==> src/rtl/time_verifier_param_if.sv <==
// ---------------------------------------------------------------------------
// time_verifier_param_if
//   Bundle of the control, configuration and status signals of the
//   operation-latency verifier.
//
//   master modport (stimulus side):
//     CStart, CEnd, ErrorRst          -> start / end / error-clear requests
//     LatMin, LatMax [CNT_W]          -> legal latency window in cycles
//     Error, ErrCode[3], Busy, Done,  <- verifier status
//     CycleCount[CNT_W], ErrCount[ERR_CNT_W]
//   slave modport: the verifier itself, directions mirrored.
// ---------------------------------------------------------------------------
interface time_verifier_param_if #(
  parameter int CNT_W     = 8,
  parameter int ERR_CNT_W = 8
);
  logic                 CStart;
  logic                 CEnd;
  logic                 ErrorRst;
  logic [CNT_W-1:0]     LatMin;
  logic [CNT_W-1:0]     LatMax;
  logic                 Error;
  logic [2:0]           ErrCode;
  logic                 Busy;
  logic                 Done;
  logic [CNT_W-1:0]     CycleCount;
  logic [ERR_CNT_W-1:0] ErrCount;

  modport master (
    output CStart, CEnd, ErrorRst, LatMin, LatMax,
    input  Error, ErrCode, Busy, Done, CycleCount, ErrCount
  );

  modport slave (
    input  CStart, CEnd, ErrorRst, LatMin, LatMax,
    output Error, ErrCode, Busy, Done, CycleCount, ErrCount
  );
endinterface

==> src/rtl/time_verifier_param.sv <==
// ---------------------------------------------------------------------------
// time_verifier_param
//   Checks that every operation bracketed by CStart ... CEnd completes within
//   a latency window [LatMin, LatMax] sampled at the start, and flags
//   protocol violations with a sticky error and cause code.
//
//   Ports:
//     Clk  - single rising-edge clock
//     Rst  - synchronous active-high reset, overrides everything
//     bus  - time_verifier_param_if.slave (requests, bounds, status)
//
//   Status outputs are decoded from the state register or driven straight
//   from registers, so none of them depends combinationally on an input.
// ---------------------------------------------------------------------------
module time_verifier_param #(
  parameter int CNT_W     = 8,
  parameter int ERR_CNT_W = 8
) (
  input  logic                  Clk,
  input  logic                  Rst,
  time_verifier_param_if.slave  bus
);

  typedef enum logic [1:0] {
    S_Wait,
    S_Count,
    S_Done,
    S_Error
  } state_t;

  typedef enum logic [2:0] {
    E_NONE       = 3'd0,
    E_EARLY      = 3'd1,
    E_LATE       = 3'd2,
    E_OVERLAP    = 3'd3,
    E_DOUBLE_END = 3'd4,
    E_CFG        = 3'd5,
    E_ORPHAN_END = 3'd6
  } err_code_t;

  state_t                state;
  state_t                state_next;
  err_code_t             err_code;
  err_code_t             err_cause;   // cause recorded when entering S_Error
  logic [CNT_W-1:0]      cycle_count;
  logic [CNT_W-1:0]      lat_min;
  logic [CNT_W-1:0]      lat_max;
  logic [ERR_CNT_W-1:0]  err_count;
  logic                  cfg_ok;
  logic                  start_run;   // load bounds and restart the count
  logic                  count_inc;

  // A start is legal only with a non-empty window that excludes zero.
  assign cfg_ok = (bus.LatMin != '0) && (bus.LatMin <= bus.LatMax);

  // -------------------------------------------------------------------------
  // State register
  // -------------------------------------------------------------------------
  // NOTE: registers are written with non-blocking assignments so every
  // flop samples the pre-edge values of its neighbours.
  always_ff @(posedge Clk) begin
    if (Rst) begin
      state <= S_Wait;
    end else begin
      state <= state_next;
    end
  end

  // -------------------------------------------------------------------------
  // Next-state logic
  // -------------------------------------------------------------------------
  // NOTE: every signal assigned here gets a default first, otherwise paths
  // that skip an assignment would infer latches.
  always_comb begin
    state_next = state;
    err_cause  = E_NONE;
    start_run  = 1'b0;
    count_inc  = 1'b0;

    unique case (state)
      S_Wait: begin
        // CStart wins over a simultaneous CEnd.
        if (bus.CStart) begin
          if (cfg_ok) begin
            state_next = S_Count;
            start_run  = 1'b1;
          end else begin
            state_next = S_Error;
            err_cause  = E_CFG;
          end
        end else if (bus.CEnd) begin
          state_next = S_Error;
          err_cause  = E_ORPHAN_END;
        end
      end

      S_Count: begin
        if (bus.CStart) begin
          state_next = S_Error;
          err_cause  = E_OVERLAP;
        end else if (bus.CEnd) begin
          if (cycle_count < lat_min) begin
            state_next = S_Error;
            err_cause  = E_EARLY;
          end else begin
            state_next = S_Done;
          end
        end else if (cycle_count == lat_max) begin
          // The window is exhausted; the count never passes lat_max, which
          // is what keeps it from wrapping.
          state_next = S_Error;
          err_cause  = E_LATE;
        end else begin
          count_inc = 1'b1;
        end
      end

      S_Done: begin
        if (bus.CEnd) begin
          state_next = S_Error;
          err_cause  = E_DOUBLE_END;
        end else if (bus.CStart) begin
          if (cfg_ok) begin
            state_next = S_Count;
            start_run  = 1'b1;
          end else begin
            state_next = S_Error;
            err_cause  = E_CFG;
          end
        end else begin
          state_next = S_Wait;
        end
      end

      S_Error: begin
        if (bus.ErrorRst) begin
          state_next = S_Wait;
        end
      end

      default: state_next = S_Wait;
    endcase
  end

  // -------------------------------------------------------------------------
  // Datapath registers: bounds, cycle count, error code, error counter
  // -------------------------------------------------------------------------
  always_ff @(posedge Clk) begin
    if (Rst) begin
      lat_min     <= '0;
      lat_max     <= '0;
      cycle_count <= '0;
      err_code    <= E_NONE;
      err_count   <= '0;
    end else begin
      if (start_run) begin
        lat_min     <= bus.LatMin;
        lat_max     <= bus.LatMax;
        cycle_count <= CNT_W'(1);
      end else if (count_inc) begin
        cycle_count <= cycle_count + CNT_W'(1);
      end

      if ((state_next == S_Error) && (state != S_Error)) begin
        err_code <= err_cause;
        if (err_count != {ERR_CNT_W{1'b1}}) begin
          err_count <= err_count + ERR_CNT_W'(1);
        end
      end else if ((state == S_Error) && (state_next == S_Wait)) begin
        err_code <= E_NONE;
      end
    end
  end

  // -------------------------------------------------------------------------
  // Output decode (registered state only)
  // -------------------------------------------------------------------------
  always_comb begin
    bus.Busy       = (state == S_Count);
    bus.Done       = (state == S_Done);
    bus.Error      = (state == S_Error);
    bus.ErrCode    = err_code;
    bus.CycleCount = cycle_count;
    bus.ErrCount   = err_count;
  end

endmodule
==> src/flat_wrapper.sv <==
// flat-port wrapper written by rule: the top's interface ports become plain ports
module time_verifier_param_flat 
#(
  parameter int CNT_W     = 8,
  parameter int ERR_CNT_W = 8
)
  (Clk, Rst, bus_CStart, bus_CEnd, bus_ErrorRst, bus_LatMin, bus_LatMax, bus_Error, bus_ErrCode, bus_Busy, bus_Done, bus_CycleCount, bus_ErrCount);
  time_verifier_param_if #(.CNT_W(CNT_W), .ERR_CNT_W(ERR_CNT_W)) bus_i ();
  input  logic Clk;
  input  logic Rst;
  input wire logic [$bits(bus_i.CStart)-1:0] bus_CStart;
  input wire logic [$bits(bus_i.CEnd)-1:0] bus_CEnd;
  input wire logic [$bits(bus_i.ErrorRst)-1:0] bus_ErrorRst;
  input wire logic [$bits(bus_i.LatMin)-1:0] bus_LatMin;
  input wire logic [$bits(bus_i.LatMax)-1:0] bus_LatMax;
  output wire logic [$bits(bus_i.Error)-1:0] bus_Error;
  output wire logic [$bits(bus_i.ErrCode)-1:0] bus_ErrCode;
  output wire logic [$bits(bus_i.Busy)-1:0] bus_Busy;
  output wire logic [$bits(bus_i.Done)-1:0] bus_Done;
  output wire logic [$bits(bus_i.CycleCount)-1:0] bus_CycleCount;
  output wire logic [$bits(bus_i.ErrCount)-1:0] bus_ErrCount;
  assign bus_i.CStart = bus_CStart;
  assign bus_i.CEnd = bus_CEnd;
  assign bus_i.ErrorRst = bus_ErrorRst;
  assign bus_i.LatMin = bus_LatMin;
  assign bus_i.LatMax = bus_LatMax;
  assign bus_Error = bus_i.Error;
  assign bus_ErrCode = bus_i.ErrCode;
  assign bus_Busy = bus_i.Busy;
  assign bus_Done = bus_i.Done;
  assign bus_CycleCount = bus_i.CycleCount;
  assign bus_ErrCount = bus_i.ErrCount;
  time_verifier_param #(.CNT_W(CNT_W), .ERR_CNT_W(ERR_CNT_W)) u_core (.Clk(Clk), .Rst(Rst), .bus(bus_i));
endmodule
==> config.mk <==
export PLATFORM = sky130hd
export DESIGN_NAME = time_verifier_param_flat
export DESIGN_NICKNAME = d
export VERILOG_FILES = /design/src/rtl/time_verifier_param_if.sv /design/src/rtl/time_verifier_param.sv /design/src/flat_wrapper.sv
export SDC_FILE = /design/constraint.sdc
export NUM_CORES = 1
export LEC_CHECK = 0
export ABC_CLOCK_PERIOD_IN_PS = 6650
export CAP_MARGIN = 20
export CORE_AREA = 2 2 79 81
export DETAILED_ROUTE_END_ITERATION = 8
export DIE_AREA = 0 0 81 83
export GPL_TIMING_DRIVEN = 0
export HOLD_SLACK_MARGIN = 0.1
export PLACE_DENSITY = 0.74
export SLEW_MARGIN = 20
export SYNTH_ARGS = -nofsm -noshare
export SYNTH_HDL_FRONTEND = slang
export SYNTH_SLANG_ARGS = --single-unit
==> constraint.sdc <==
create_clock -name Clk -period 6.65 [get_ports Clk]
set_clock_uncertainty 0.05 [all_clocks]
set_input_delay 1.33 -clock Clk [delete_from_list [all_inputs] [get_ports Clk]]
set_output_delay 1.33 -clock Clk [all_outputs]
set_load 0.01 [all_outputs]
==> results by stage <==
Run status:
- The flow ran to the end, and the final reports show no timing, DRC or antenna violations.

STA:
- The clock period could shrink to around 3.7 ns.
- The setup TNS after final layout is 0 ns.
- The count of pins over their slew limit is 0.
- The headroom to the max-slew limit is 0.370.
- For this run, the top clock speed supported by timing is ~270 MHz.
- The worst hold margin is roughly 0.42 ns.
- Setup violations remaining at the end of the flow were counted as 0.
- The number of failing hold endpoints at the final stage is 0.
- For the pin with the worst max-slew slack, the measured transition is 0.943 ns.
- Setup repair after global routing left no endpoint under its margin.
- The post-route clock period utilization is 0.561.

Worst setup path:
- The worst register-to-register path begins at u_core.bus.CycleCount[3]$_SDFFE_PP0P_.
- The setup path with the least slack is of type input pin to flip-flop.
- The arrival time of the worst setup path is 3.85 ns.
- The setup slack of the worst register-to-register path is between 4 and 5 ns.
- The signal on the critical path passes through clkdlybuf4s50_1 > inv_1 > ha_1 > nand4_1 > or3_1 > a211oi_1 > buf_2 > buf_2 > mux2i_1 > nor2_1.
- In this design, the largest share of critical-path delay is due to buffers and inverters.
- In this run the worst setup path terminates at u_core.lat_min[6]$_SDFFE_PP0P_.
- STA classifies the critical path endpoint as a flip-flop.
- Of all nets on the critical path, the largest fanout is 10.
- Tracing the worst setup path back leads to its startpoint at bus_LatMax[3].
- The largest individual stage delay along the critical path comes from the cell sky130_fd_sc_hd__clkdlybuf4s50_1.
- In this design, the stage delay of the slowest critical-path cell is ~0.5 ns.
- Among the stages of the critical path, the cell type that occurs most often is sky130_fd_sc_hd__buf_2.
- The data required time at the worst endpoint is between 6 and 7 ns.
- The worst register-to-register path has a depth of 7.
- In this run the critical register-to-register path is captured at u_core.bus.ErrCount[3]$_SDFFE_PP0P_.
- Together, buffers and inverters on the worst path number 4.
- The kind of start point of the critical path is an input pin.
- Counting buffers and inverters, the worst setup path is 10 cells deep.

Clocking:
- The clock root buffer is sky130_fd_sc_hd__clkbuf_8.
- The later pin in the worst-skew pair is clocked with a latency of 0.29 ns.
- TritonCTS built the clock tree.
- The H-tree depth is 2.
- In this run, CTS created clock tree buffers numbering 5.
- The number of post-CTS setup repair buffers is 0.
- In this run the deepest clock path goes through 2 buffers.
- After clock tree synthesis, the clock-pin slew on the worst setup and hold paths is 0.08 ns.
- The count of hold buffers inserted by post-cts repair is 0.
- The clock drives 37 sinks.
- The count of instances resized after the clock tree is built is 0.

Logic synthesis:
- The number of different library cells used by synthesis comes to 50.
- The synthesized instance count is 267.
- The number of register bits inferred by synthesis is 37.
- Counting flops with an async set or reset pin after synthesis yields a share of 0.
- The count of flip-flops with a built-in enable after synthesis is 0.
- The main flop type after synthesis is sky130_fd_sc_hd__dfxtp_1.
- The sequential share of the synthesized area is 0.325.
- The Yosys step of the flow raised 0 warnings.
- After synthesis, the mean cell area works out to 8.53 um2.
- The number of nets produced by synthesis is approximately 300.
- The mapped netlist covers 0.00228 mm2.

GRT:
- The global-route wire length before repair is between 9 and 10 mm.
- Entering global routing, the biggest net connects 13 pins.
- The global-route congestion overflow total is 0.
- For this run, the total global-route usage over all layers was measured as 0.175.
- The number of global-route vias before repair is ~2000.
- The number of antenna violations at the first check in global routing came to 0.

Detailed routing:
- The remaining routing DRC violations is 0.
- The total wire length after detailed routing is between 5 and 6 mm.
- The first-iteration detailed-routing DRC count is 116.
- Dividing the detail-routed via count by the number of cells gives roughly 5.3.
- The number of antenna-violating nets in the routed design is 0.
- The count of vias placed by the detailed router is between 2000 and 2500.
- In the final routed layout, each cell accounts on average for ~14 um.
- The first TritonRoute pass finished after 5 iterations.

Finish:
- The finished layout holds between 300 and 400 standard cells, fillers aside.
- From synthesis to final layout, the design area changed by 27.1%.
- The filler cell count is 590.
- Of the cells placed in the final design, the portion with a size suffix greater than 1 is 0.0701.
- The number of antenna diodes in the final layout is 0.
- The multi-input gate area in the final layout is roughly 0.0014 mm2.
- Measured on the finished design, the core utilization comes to 0.498.
- The register cell area after layout is approximately 740 um2.
- The net count of the finished layout is 351.

Die:
- In this run the core area contains 28 standard-cell rows.
- The initial cell density of the core is 0.392.
- From left edge to right edge, the die measures 81 um.
- The total area inside the core boundary comes to roughly 0.0058 mm2.
- The number of top-level pins is between 40 and 50.
- The area enclosed by the die boundary is between 0.006 and 0.007 mm2.
- From bottom edge to top edge, the die measures between 80 and 90 um.

Power:
- The leakage power is 1.20 nW.
- Across the VDD grid, the largest voltage drop is about 0.10 mV.
- Power spread over the standard cell area amounts to approximately 210 mW/mm2.

Worst hold path:
- The tightest min-delay check is of the flip-flop to flip-flop type.

Placed design:
- The congestion estimate from routability-driven global placement came to around 0.85.
- The number of input and output port buffers inserted is 39.
- Once placement completed, the tool counted placed cells totaling between 300 and 400.
- The post-DP HPWL is about 4.1 mm.

Run:
- The number of max-cap violations is 0.
-- final cells by class --
| class | count | share of cell area |
|---|---|---|
| multi-input combinational | 199 | 0.488 |
| sequential | 37 | 0.256 |
| timing repair buffer | 39 | 0.135 |
| tap | 75 | 0.0324 |
| inverter | 20 | 0.0259 |
| clock buffer | 5 | 0.0238 |
| clock inverter | 3 | 0.0225 |
| buffer | 11 | 0.0164 |
-- layout by cell type (no fill, tap or decap), drive strengths merged, types with 4 or more instances in the layout --
cell	Yosys	routed
nand2	22	22
nor2	36	36
nand3	6	6
and4	4	4
inv	20	20
nor4	4	4
nor3	5	5
nand2b	4	4
clkbuf	5	10
clkdlybuf4s50	0	39
ha	17	17
dfxtp	37	37
mux2i	18	18
xor2	14	14
nor2b	9	9
buf	6	6
a21oi	8	8
nand4	6	6
mux2	5	5
-- registers in the layout, indices dropped and copies added, names as in the netlist --
| register | cells |
|---|---|
| u_core.bus.CycleCount | 8 |
| u_core.lat_max | 8 |
| u_core.bus.ErrCode | 3 |
| u_core.bus.ErrCount | 8 |
| u_core.lat_min | 8 |
| u_core.state | 2 |
-- per-layer routing --
layer	track usage	up-vias	wire [um]
met5	0	-	0
met4	0.0524	0	121
met3	0.0293	12	206
met2	0.296	48	2670
met1	0.225	988	2490
li1	-	1032	-
-- cell usage after synthesis (2+ instances only) --
cell type	count	area share
sky130_fd_sc_hd__ha_1	17	0.093
sky130_fd_sc_hd__a31oi_1	3	0.0082
sky130_fd_sc_hd__nand2_1	22	0.036
sky130_fd_sc_hd__xor2_1	14	0.054
sky130_fd_sc_hd__nand3_1	6	0.013
sky130_fd_sc_hd__nand2b_1	4	0.011
sky130_fd_sc_hd__dfxtp_1	37	0.33
sky130_fd_sc_hd__a211oi_1	3	0.0099
sky130_fd_sc_hd__a21oi_1	8	0.018
sky130_fd_sc_hd__mux2i_1	18	0.079
sky130_fd_sc_hd__nand4_1	6	0.016
sky130_fd_sc_hd__and2_1	2	0.0055
sky130_fd_sc_hd__nor4_1	3	0.0082
sky130_fd_sc_hd__nor3_1	5	0.011
sky130_fd_sc_hd__buf_2	5	0.011
sky130_fd_sc_hd__nor2b_1	9	0.025
sky130_fd_sc_hd__or3_1	2	0.0055
sky130_fd_sc_hd__or2_2	2	0.0055
sky130_fd_sc_hd__o211ai_1	3	0.0099
sky130_fd_sc_hd__o21ai_0	3	0.0066
sky130_fd_sc_hd__clkbuf_1	5	0.0082
sky130_fd_sc_hd__o32ai_1	2	0.0077
sky130_fd_sc_hd__inv_1	20	0.033
sky130_fd_sc_hd__mux2_1	4	0.020
sky130_fd_sc_hd__nor2_1	36	0.059
sky130_fd_sc_hd__and4_1	4	0.015
-- kinds of logic after synthesis --
kind of cell	Yosys count	share of synthesized area
simple gates	109	0.245
flops	37	0.325
compound gates	35	0.119
buf+inv	31	0.0538
mux	23	0.105
fa+ha+maj	17	0.0934
xor+xnor	15	0.0577
-- worst min-delay path, stage by stage, from the launching register on --
cell and delay, ns:
sky130_fd_sc_hd__dfxtp_1 0.32, sky130_fd_sc_hd__nand2_1 0.05, sky130_fd_sc_hd__o32ai_1 0.05
-- stage by stage --
| stage | setup slack (ns) | total power [mW] | area (um2) |
|---|---|---|---|
| detailed placement | 2.64 | 0.381 | 2760 |
| floorplan | 3.43 | 0.332 | 2280 |
| finish | 2.92 | 0.610 | 2900 |
| CTS | 2.94 | 0.614 | 2900 |
| global placement | 2.64 | 0.378 | 2760 |
| global route | 2.71 | 0.638 | 2900 |
-- how the worst min path moves through the flow --
stage	startpoint	to	slack, ns	cells after the start
final	u_core.bus.ErrCode[2]$_SDFFE_PP0P_	u_core.bus.ErrCode[2]$_SDFFE_PP0P_	0.42	2
after floorplan	u_core.lat_min[0]$_SDFFE_PP0P_	u_core.lat_min[0]$_SDFFE_PP0P_	0.40	2
after detailed placement	u_core.bus.ErrCode[2]$_SDFFE_PP0P_	u_core.bus.ErrCode[2]$_SDFFE_PP0P_	0.41	2
after global routing	u_core.bus.ErrCode[0]$_SDFFE_PP0P_	u_core.bus.ErrCode[0]$_SDFFE_PP0P_	0.44	2
after global placement	u_core.bus.ErrCode[2]$_SDFFE_PP0P_	u_core.bus.ErrCode[2]$_SDFFE_PP0P_	0.41	2
after CTS	u_core.bus.ErrCode[2]$_SDFFE_PP0P_	u_core.bus.ErrCode[2]$_SDFFE_PP0P_	0.42	2
-- where the power goes --
group	switching, mW	internal [mW]	total (mW)
registers	0.0108	0.234	0.245
logic	0.0694	0.0622	0.132
clock network	0.0837	0.149	0.233
total	0.164	0.446	0.610
Note: power is estimated with default switching activity, not from simulation.
